File: config.mk
export PLATFORM = sky130hd
export DESIGN_NAME = ddc_acq_ctrl
export DESIGN_NICKNAME = d
export VERILOG_FILES = /design/src/rtl/ddc_pkg.sv /design/src/rtl/ddc_acq_ctrl_mix.sv /design/src/rtl/ddc_acq_ctrl.sv
export SDC_FILE = /design/constraint.sdc
export NUM_CORES = 1
export LEC_CHECK = 0
export BUFFER_PORTS_ARGS = -buffer_cell sky130_fd_sc_hd__buf_2
export CAP_MARGIN = 20
export CORE_ASPECT_RATIO = 2
export CORE_MARGIN = 4
export CORE_UTILIZATION = 30
export CTS_CLUSTER_SIZE = 24
export DETAILED_ROUTE_END_ITERATION = 8
export HOLD_SLACK_MARGIN = 0.08
export MAX_ROUTING_LAYER = met4
export PLACE_DENSITY = 0.52
export SYNTH_ARGS = -nofsm -noshare
export SYNTH_HDL_FRONTEND = slang
export SYNTH_SLANG_ARGS = --single-unit
File: constraint.sdc
create_clock -name clk -period 8.3 [get_ports clk]
set_input_delay 1.245 -clock clk [delete_from_list [all_inputs] [get_ports clk]]
set_output_delay 1.245 -clock clk [all_outputs]
set_load 0.01 [all_outputs]
File: src/rtl/ddc_pkg.sv
// Shared types and helpers for the fs/4 downconverter acquisition path.
// sat_add is only referenced when DDC_ACQ_SAT_EN is defined.
package ddc_pkg;

   localparam int unsigned UNR_C    = 4;
   localparam int unsigned DWIDTH_C = 14;
   localparam int unsigned MWIDTH_C = DWIDTH_C + 1;

   typedef enum logic [2:0] {
      IDLE  = 3'd0,
      ARM   = 3'd1,
      ACQ   = 3'd2,
      FLUSH = 3'd3,
      HOLD  = 3'd4
   } state_t;

   // Mix result width for a given unsigned sample width (one extra bit of sign).
   function automatic int unsigned mix_width(input int unsigned dw);
      return dw + 1;
   endfunction

   // Signed add clamped to a w-bit two's-complement range (w <= 62).
   function automatic logic signed [63:0] sat_add(input logic signed [63:0] a,
                                                  input logic signed [63:0] b,
                                                  input int unsigned w);
      logic signed [63:0] s;
      logic signed [63:0] hi;
      logic signed [63:0] lo;
      s  = a + b;
      hi = (64'sd1 <<< (w - 1)) - 64'sd1;
      lo = -hi - 64'sd1;
      if (s > hi) return hi;
      if (s < lo) return lo;
      return s;
   endfunction

endpackage

File: src/rtl/ddc_acq_ctrl_mix.sv
// Registered fs/4 mix: mi = s0 - s2, mq = s1 - s3 on zero-extended samples.
// Reusable by any fs/4 path; clr drops an in-flight result.
module ddc_mix_stage
   import ddc_pkg::*;
#(
   parameter  int unsigned DWIDTH = 14,
   localparam int unsigned MW     = mix_width(DWIDTH)
) (
   input  logic                          clk,
   input  logic                          reset_n,
   input  logic                          clr,
   input  logic                          in_valid,
   input  logic [UNR_C-1:0][DWIDTH-1:0]  data,
   output logic                          out_valid,
   output logic signed [MW-1:0]          mi,
   output logic signed [MW-1:0]          mq
);

   always_ff @(posedge clk or negedge reset_n) begin
      if (!reset_n) begin
         out_valid <= 1'b0;
         mi        <= '0;
         mq        <= '0;
      end else begin
         out_valid <= in_valid && !clr;
         if (in_valid) begin
            mi <= $signed(MW'(data[0]) - MW'(data[2]));
            mq <= $signed(MW'(data[1]) - MW'(data[3]));
         end
      end
   end

endmodule

File: src/rtl/ddc_acq_ctrl.sv
// Acquisition sequencer and I/Q accumulator for the fs/4 DDC with a
// valid/ready result handoff. DDC_ACQ_SAT_EN selects saturating accumulators.
module ddc_acq_ctrl
   import ddc_pkg::*;
#(
   parameter int unsigned DWIDTH = 14,
   parameter int unsigned UNR    = 4,
   parameter int unsigned NWIDTH = 16,
   parameter int unsigned AWIDTH = 32
) (
   input  logic                        clk,
   input  logic                        reset_n,
   input  logic                        start,
   input  logic                        abort,
   input  logic [NWIDTH-1:0]           num_cycles,
   input  logic [UNR-1:0][DWIDTH-1:0]  adc_data,
   input  logic                        adc_valid,
   output logic                        busy,
   output logic signed [AWIDTH-1:0]    i_acc,
   output logic signed [AWIDTH-1:0]    q_acc,
   output logic                        res_valid,
   input  logic                        res_ready,
   output logic                        overflow
);

   localparam int unsigned MW = mix_width(DWIDTH);

   if (UNR != UNR_C) begin : g_unr_chk
      $error("ddc_acq_ctrl: UNR must be 4");
   end
   if (AWIDTH < DWIDTH + 2) begin : g_aw_chk
      $error("ddc_acq_ctrl: AWIDTH must be at least DWIDTH+2");
   end

   state_t                    state, next_state;
   logic [NWIDTH-1:0]         n_lat, cnt, cnt_inc;
   logic [1:0]                drain;
   logic                      start_acq_c, accept_c, acc_en_c;
   logic                      mix_valid;
   logic signed [MW-1:0]      mi, mq;
   logic signed [AWIDTH-1:0]  mi_ext, mq_ext, i_sum, q_sum;
   logic                      i_ovf, q_ovf;

   assign cnt_inc = cnt + NWIDTH'(1);

   always_ff @(posedge clk or negedge reset_n) begin
      if (!reset_n) state <= IDLE;
      else          state <= next_state;
   end

   // Next state; abort outranks every other request.
   always_comb begin
      next_state  = state;
      start_acq_c = 1'b0;
      accept_c    = 1'b0;
      case (state)
         IDLE:  if (!abort && start && num_cycles != '0) begin
                   next_state  = ARM;
                   start_acq_c = 1'b1;
                end
         ARM:   next_state = abort ? IDLE : ACQ;
         ACQ:   if (abort) next_state = IDLE;
                else if (adc_valid) begin
                   accept_c = 1'b1;
                   if (cnt_inc == n_lat) next_state = FLUSH;
                end
         FLUSH: if (abort) next_state = IDLE;
                else if (drain == 2'd2) next_state = HOLD;
         HOLD:  if (abort || res_ready) next_state = IDLE;
         default: next_state = IDLE;
      endcase
   end

   always_ff @(posedge clk or negedge reset_n) begin
      if (!reset_n) begin
         busy      <= 1'b0;
         res_valid <= 1'b0;
         n_lat     <= '0;
         cnt       <= '0;
         drain     <= '0;
      end else begin
         busy      <= (next_state == ARM) || (next_state == ACQ) || (next_state == FLUSH);
         res_valid <= (next_state == HOLD);
         drain     <= (state == FLUSH) ? drain + 2'd1 : 2'd0;
         if (start_acq_c) begin
            n_lat <= num_cycles;
            cnt   <= '0;
         end else if (accept_c) begin
            cnt <= cnt_inc;
         end
      end
   end

   ddc_mix_stage #(.DWIDTH(DWIDTH)) u_mix (
      .clk       (clk),
      .reset_n   (reset_n),
      .clr       (abort),
      .in_valid  (accept_c),
      .data      (adc_data),
      .out_valid (mix_valid),
      .mi        (mi),
      .mq        (mq)
   );

   assign acc_en_c = mix_valid && !abort;
   assign mi_ext   = {{(AWIDTH-MW){mi[MW-1]}}, mi};
   assign mq_ext   = {{(AWIDTH-MW){mq[MW-1]}}, mq};
   assign i_sum    = i_acc + mi_ext;
   assign q_sum    = q_acc + mq_ext;
   assign i_ovf    = (i_acc[AWIDTH-1] == mi_ext[AWIDTH-1]) && (i_sum[AWIDTH-1] != i_acc[AWIDTH-1]);
   assign q_ovf    = (q_acc[AWIDTH-1] == mq_ext[AWIDTH-1]) && (q_sum[AWIDTH-1] != q_acc[AWIDTH-1]);

`ifdef DDC_ACQ_SAT_EN
   // Once an accumulator clips it stays pinned until the next start.
   logic i_clamp, q_clamp;

   always_ff @(posedge clk or negedge reset_n) begin
      if (!reset_n) begin
         i_acc    <= '0;
         q_acc    <= '0;
         overflow <= 1'b0;
         i_clamp  <= 1'b0;
         q_clamp  <= 1'b0;
      end else if (start_acq_c) begin
         i_acc    <= '0;
         q_acc    <= '0;
         overflow <= 1'b0;
         i_clamp  <= 1'b0;
         q_clamp  <= 1'b0;
      end else if (acc_en_c) begin
         if (!i_clamp) i_acc <= AWIDTH'(sat_add(64'(i_acc), 64'(mi_ext), AWIDTH));
         if (!q_clamp) q_acc <= AWIDTH'(sat_add(64'(q_acc), 64'(mq_ext), AWIDTH));
         i_clamp  <= i_clamp || i_ovf;
         q_clamp  <= q_clamp || q_ovf;
         overflow <= overflow || (i_ovf && !i_clamp) || (q_ovf && !q_clamp);
      end
   end
`else
   always_ff @(posedge clk or negedge reset_n) begin
      if (!reset_n) begin
         i_acc    <= '0;
         q_acc    <= '0;
         overflow <= 1'b0;
      end else if (start_acq_c) begin
         i_acc    <= '0;
         q_acc    <= '0;
         overflow <= 1'b0;
      end else if (acc_en_c) begin
         i_acc    <= i_sum;
         q_acc    <= q_sum;
         overflow <= overflow || i_ovf || q_ovf;
      end
   end
`endif

endmodule

==> reports/summary.log <==
[run_status] status finished, final reports clean
[timing] Least-Margin Pin Slew 0.899 ns
[place] routability congestion estimate 0.873
[timing] Max Clock Freq 276 MHz
[power] VDD IR-drop max 156 uV
[place] DP Area 11300 um2
[route] Via-to-Cell Ratio 5.06
[worst_setup_path] required time at the worst-slack endpoint 8.66 ns
[route] first-pass iteration count of the detailed router 5
[worst_setup_path] Worst setup EP type flop
[logic_synthesis] combinational family with the most area after synthesis compound AO/OA/AOI/OAI gates
[finish] post-layout instance count excluding filler cells 1807
[cts] Clock Tree Buf Depth 2
[worst_setup_path] data arrival time of the critical path 3.98 ns
[place] # port buffers 144
[cts] Clk pin slew, worst setup/hold paths 0.07 ns
[logic_synthesis] fraction of the mapped netlist area in adder cells 0.121
[worst_setup_path] critical setup path kind flop to flop
[timing] total setup violations reported at the end of the flow 0
[grt] gr ovfl total 0
[cts] Sinks on Clock Net 135
[floorplanning] area of the die 37000 um2
[worst_setup_path] startpoint kind of the worst setup timing path flop
[logic_synthesis] mux share of post-synthesis cell area 0.00296
[finish] Diodes inserted 0
[timing] setup repair after global routing missed its margin no
[logic_synthesis] Ys Warns 0
[logic_synthesis] simple-gate portion of the synthesized area 0.217
[route] total via count in the routed design 9149
[finish] Final Net Count 1532
[floorplanning] core box area 33500 um2
[timing] worst clock skew 0.0113 ns
[grt] maximum number of pins on one net before global-route repair 79
[finish] fraction of final layout cells sized beyond drive strength 1 0.157
[cts] cts-stage hold buffer count 0
[route] remaining design rule violation count 0
[logic_synthesis] xor and xnor area share after synthesis 0.0587
[route] post-detailed-routing wire length 29.8 mm
[grt] via count of the first global-routing pass 9326
[logic_synthesis] number of synthesized register bits 135
[grt] wire length of the first global-routing pass 47.4 mm
[cts] H-tree levels 4
[finish] Area Overhead vs Synth 16.7%
[logic_synthesis] Seq/Total Area, Yosys 0.333
[min_path] classification of the worst-slack hold path flop to flop
[worst_setup_path] critical path's slowest cell dfrtp_1
[logic_synthesis] post-synthesis cell area 10100 um2
[floorplanning] chip height 268 um
[worst_setup_path] cell chain of the critical path ha_1, nand3_1, or3_1, or2_1, nor3_2, o221ai_2, a31oi_2, o21ai_2, xor2_1, or3_1, a21oi_1
[cts] clock root buffer master clkbuf_16
[logic_synthesis] Post-synth top flop dfrtp_1
[logic_synthesis] post-synthesis cell count 1228
[worst_setup_path] R2R cell count 11
[finish] cell area after layout 11800 um2
[logic_synthesis] Netlist cell types 77
[place] # placed instances 1775
[power] total power per unit cell area 207 nW/um2
[worst_setup_path] peak fanout along the critical path 21
[floorplanning] Top-Level Pins 145
[route] drt wl/cell 16.5 um
[timing] Final Cycle Share 0.436
[cts] Clk Latency, worst-skew pair 0.44 ns
[logic_synthesis] FFs w/ async S/R, synth 1.00
[route] Top Layer Used met4
[route] DR iter-0 viols 384
[cts] TritonCTS buffer count 17
[route] wire length on met2 16.7 mm
[grt] GRT Util Overall 0.164
[place] DPL Wire Length 23.1 mm
[cts] number of post-CTS setup repair buffers 0
[logic_synthesis] synthesized area per cell 8.26 um2
[floorplanning] number of core rows 95
[power] sum of internal, switching and leakage power 0.00244 W
[cts] post-CTS resize count 0
[finish] Fillers 3633
[worst_setup_path] minimum setup slack among reg-to-reg paths 4.68 ns
[worst_setup_path] Worst path most repeated cell or3_1
[logic_synthesis] synthesized-area fraction occupied by ao, oa, aoi and oai cells 0.221
[cts] CTS tree done
[floorplanning] width of the chip 138 um
[logic_synthesis] Post-Syn Nets 1402
[timing] Setup TNS 0 ns
[timing] worst max-slew margin expressed relative to the limit 0.401
[power] Static Leakage 5.92 nW
[timing] final-report hold violation count 0
[grt] number of antenna violations at the first check in global routing 0
[floorplanning] initial cell density of the core 0.303
[route] Detail Route Antenna Nets 0
[min_path] hold path depth 1
[logic_synthesis] number of enable flip-flop cells after synthesis 0
[route] met1 layer wirelength in the final routing 11.1 mm
[route] WL met3 935 um
[timing] minimum clock period after layout 3.62 ns
[job] max capacitance violation total 0
[worst_setup_path] Worst path max stage delay 0.73 ns
[timing] number of max-slew violations in the final report 0
[critical path: cells and delay by family, from the launching register on]
family                   cells  cell delay [ns]
AND/OR/NAND/NOR              5             1.34
adder cells (fa/ha/maj)      1             0.61
AO/OA/AOI/OAI                4             0.69
XOR/XNOR                     1             0.15
flip-flops                   1             0.73
[report_power, final]
group / leakage, nW / switching, W / total [W] / internal, W
sequential: 1.81 / 0.000110 / 0.000863 / 0.000753
clock: 0.268 / 0.000350 / 0.000752 / 0.000403
combinational: 3.84 / 0.000473 / 0.000829 / 0.000356
total: 5.92 / 0.000933 / 0.00244 / 0.00151
[final timing paths]
check	startpoint	endpoint
worst min register to register	drain[0]	drain[0]
worst max-delay path	u_mix.mi[14]	i_acc[31]
worst min-delay path	drain[0]	drain[0]
min in group asynchronous	reset_n	n_lat[2]
max in group asynchronous	reset_n	n_lat[9]
worst max register to register	u_mix.mi[14]	i_acc[31]
[layout by cell type (no fill, tap or decap), types with 8 or more instances in the layout]
| cell type | Yosys | layout |
|---|---|---|
| inv_1 | 67 | 67 |
| a21oi_1 | 108 | 108 |
| a31oi_1 | 12 | 12 |
| o21ai_0 | 83 | 83 |
| buf_4 | 3 | 8 |
| nand2_1 | 205 | 205 |
| clkbuf_16 | 0 | 17 |
| or3_1 | 12 | 12 |
| o21a_1 | 14 | 14 |
| ha_1 | 92 | 92 |
| nor2_1 | 68 | 68 |
| o21ai_1 | 11 | 11 |
| nor2b_1 | 13 | 13 |
| nor3_1 | 29 | 29 |
| nand3_1 | 46 | 46 |
| nor3b_1 | 11 | 11 |
| dfrtp_1 | 135 | 135 |
| xnor2_1 | 38 | 38 |
| a21o_1 | 35 | 35 |
| a211oi_1 | 10 | 10 |
| buf_2 | 0 | 143 |
| o31ai_1 | 19 | 19 |
| xor2_1 | 30 | 30 |
| nand3b_1 | 9 | 9 |
| and3_1 | 12 | 12 |
[metrics by stage]
| step | util | hold slack [ns] | setup slack, ns |
|---|---|---|---|
| 2_1_floorplan | - | 0.403 | 4.79 |
| 3_3_place_gp | 0.336 | 0.411 | 4.26 |
| 3_5_place_dp | 0.336 | 0.425 | 4.29 |
| 4_1_cts | 0.353 | 0.433 | 4.66 |
| 5_1_grt | 0.353 | 0.441 | 4.37 |
| 6_report | 0.353 | 0.427 | 4.68 |
[kinds of logic after synthesis]
logic type,count (synthesis)
XOR/XNOR,68
AO/OA/AOI/OAI,357
AND/OR/NAND/NOR,460
buffers and inverters,109
adder cells (fa/ha/maj),96
multiplexers,3
flip-flops,135
[state kept, by name (all words and copies together), names as in the netlist]
signal	cells
busy	1
n_lat	16
u_mix.mq	15
u_mix.mi	15
u_mix.out_valid	1
overflow	1
drain	2
state	3
q_acc	32
res_valid	1
i_acc	32
cnt	16
[metal layers]
| layer | GRT usage | vias to the layer above |
|---|---|---|
| li1 | - | 4638 |
| met1 | 0.157 | 4301 |
| met2 | 0.315 | 152 |
| met3 | 0.0281 | 58 |
| met4 | 0.0797 | 0 |
| met5 | - | - |
[cell usage after synthesis (7+ instances only)]
library cell	count	area [um2]
xnor2_1	38	333
ha_1	92	1150
xor2_1	30	263
a21oi_1	108	541
clkbuf_1	27	101
a31oi_1	12	75.1
o21ai_1	11	55.1
dfrtp_1	135	3380
nand4_1	7	43.8
nor2_1	68	255
o21a_1	14	105
a211oi_1	10	75.1
o31ai_1	19	143
and3_1	12	75.1
o21ai_0	83	415
o21bai_1	7	52.6
or3_1	12	75.1
inv_1	67	251
nor3b_1	11	82.6
nor3_1	29	145
nand3_1	46	230
nand2_1	205	769
nor2b_1	13	81.3
nand3b_1	9	67.6
a21o_1	35	263
and2_1	7	43.8
[cell type report]
cell class	instances	area (um2)	area share
clock buffer	18	439	0.0371
sequential	135	3380	0.285
clock inverter	14	128	0.0108
multi-input combinational	984	6310	0.533
inverter	68	255	0.0216
tap	436	546	0.0461
timing repair buffer	152	787	0.0665
No activity file was read; power rests on OpenSTA's default activity.
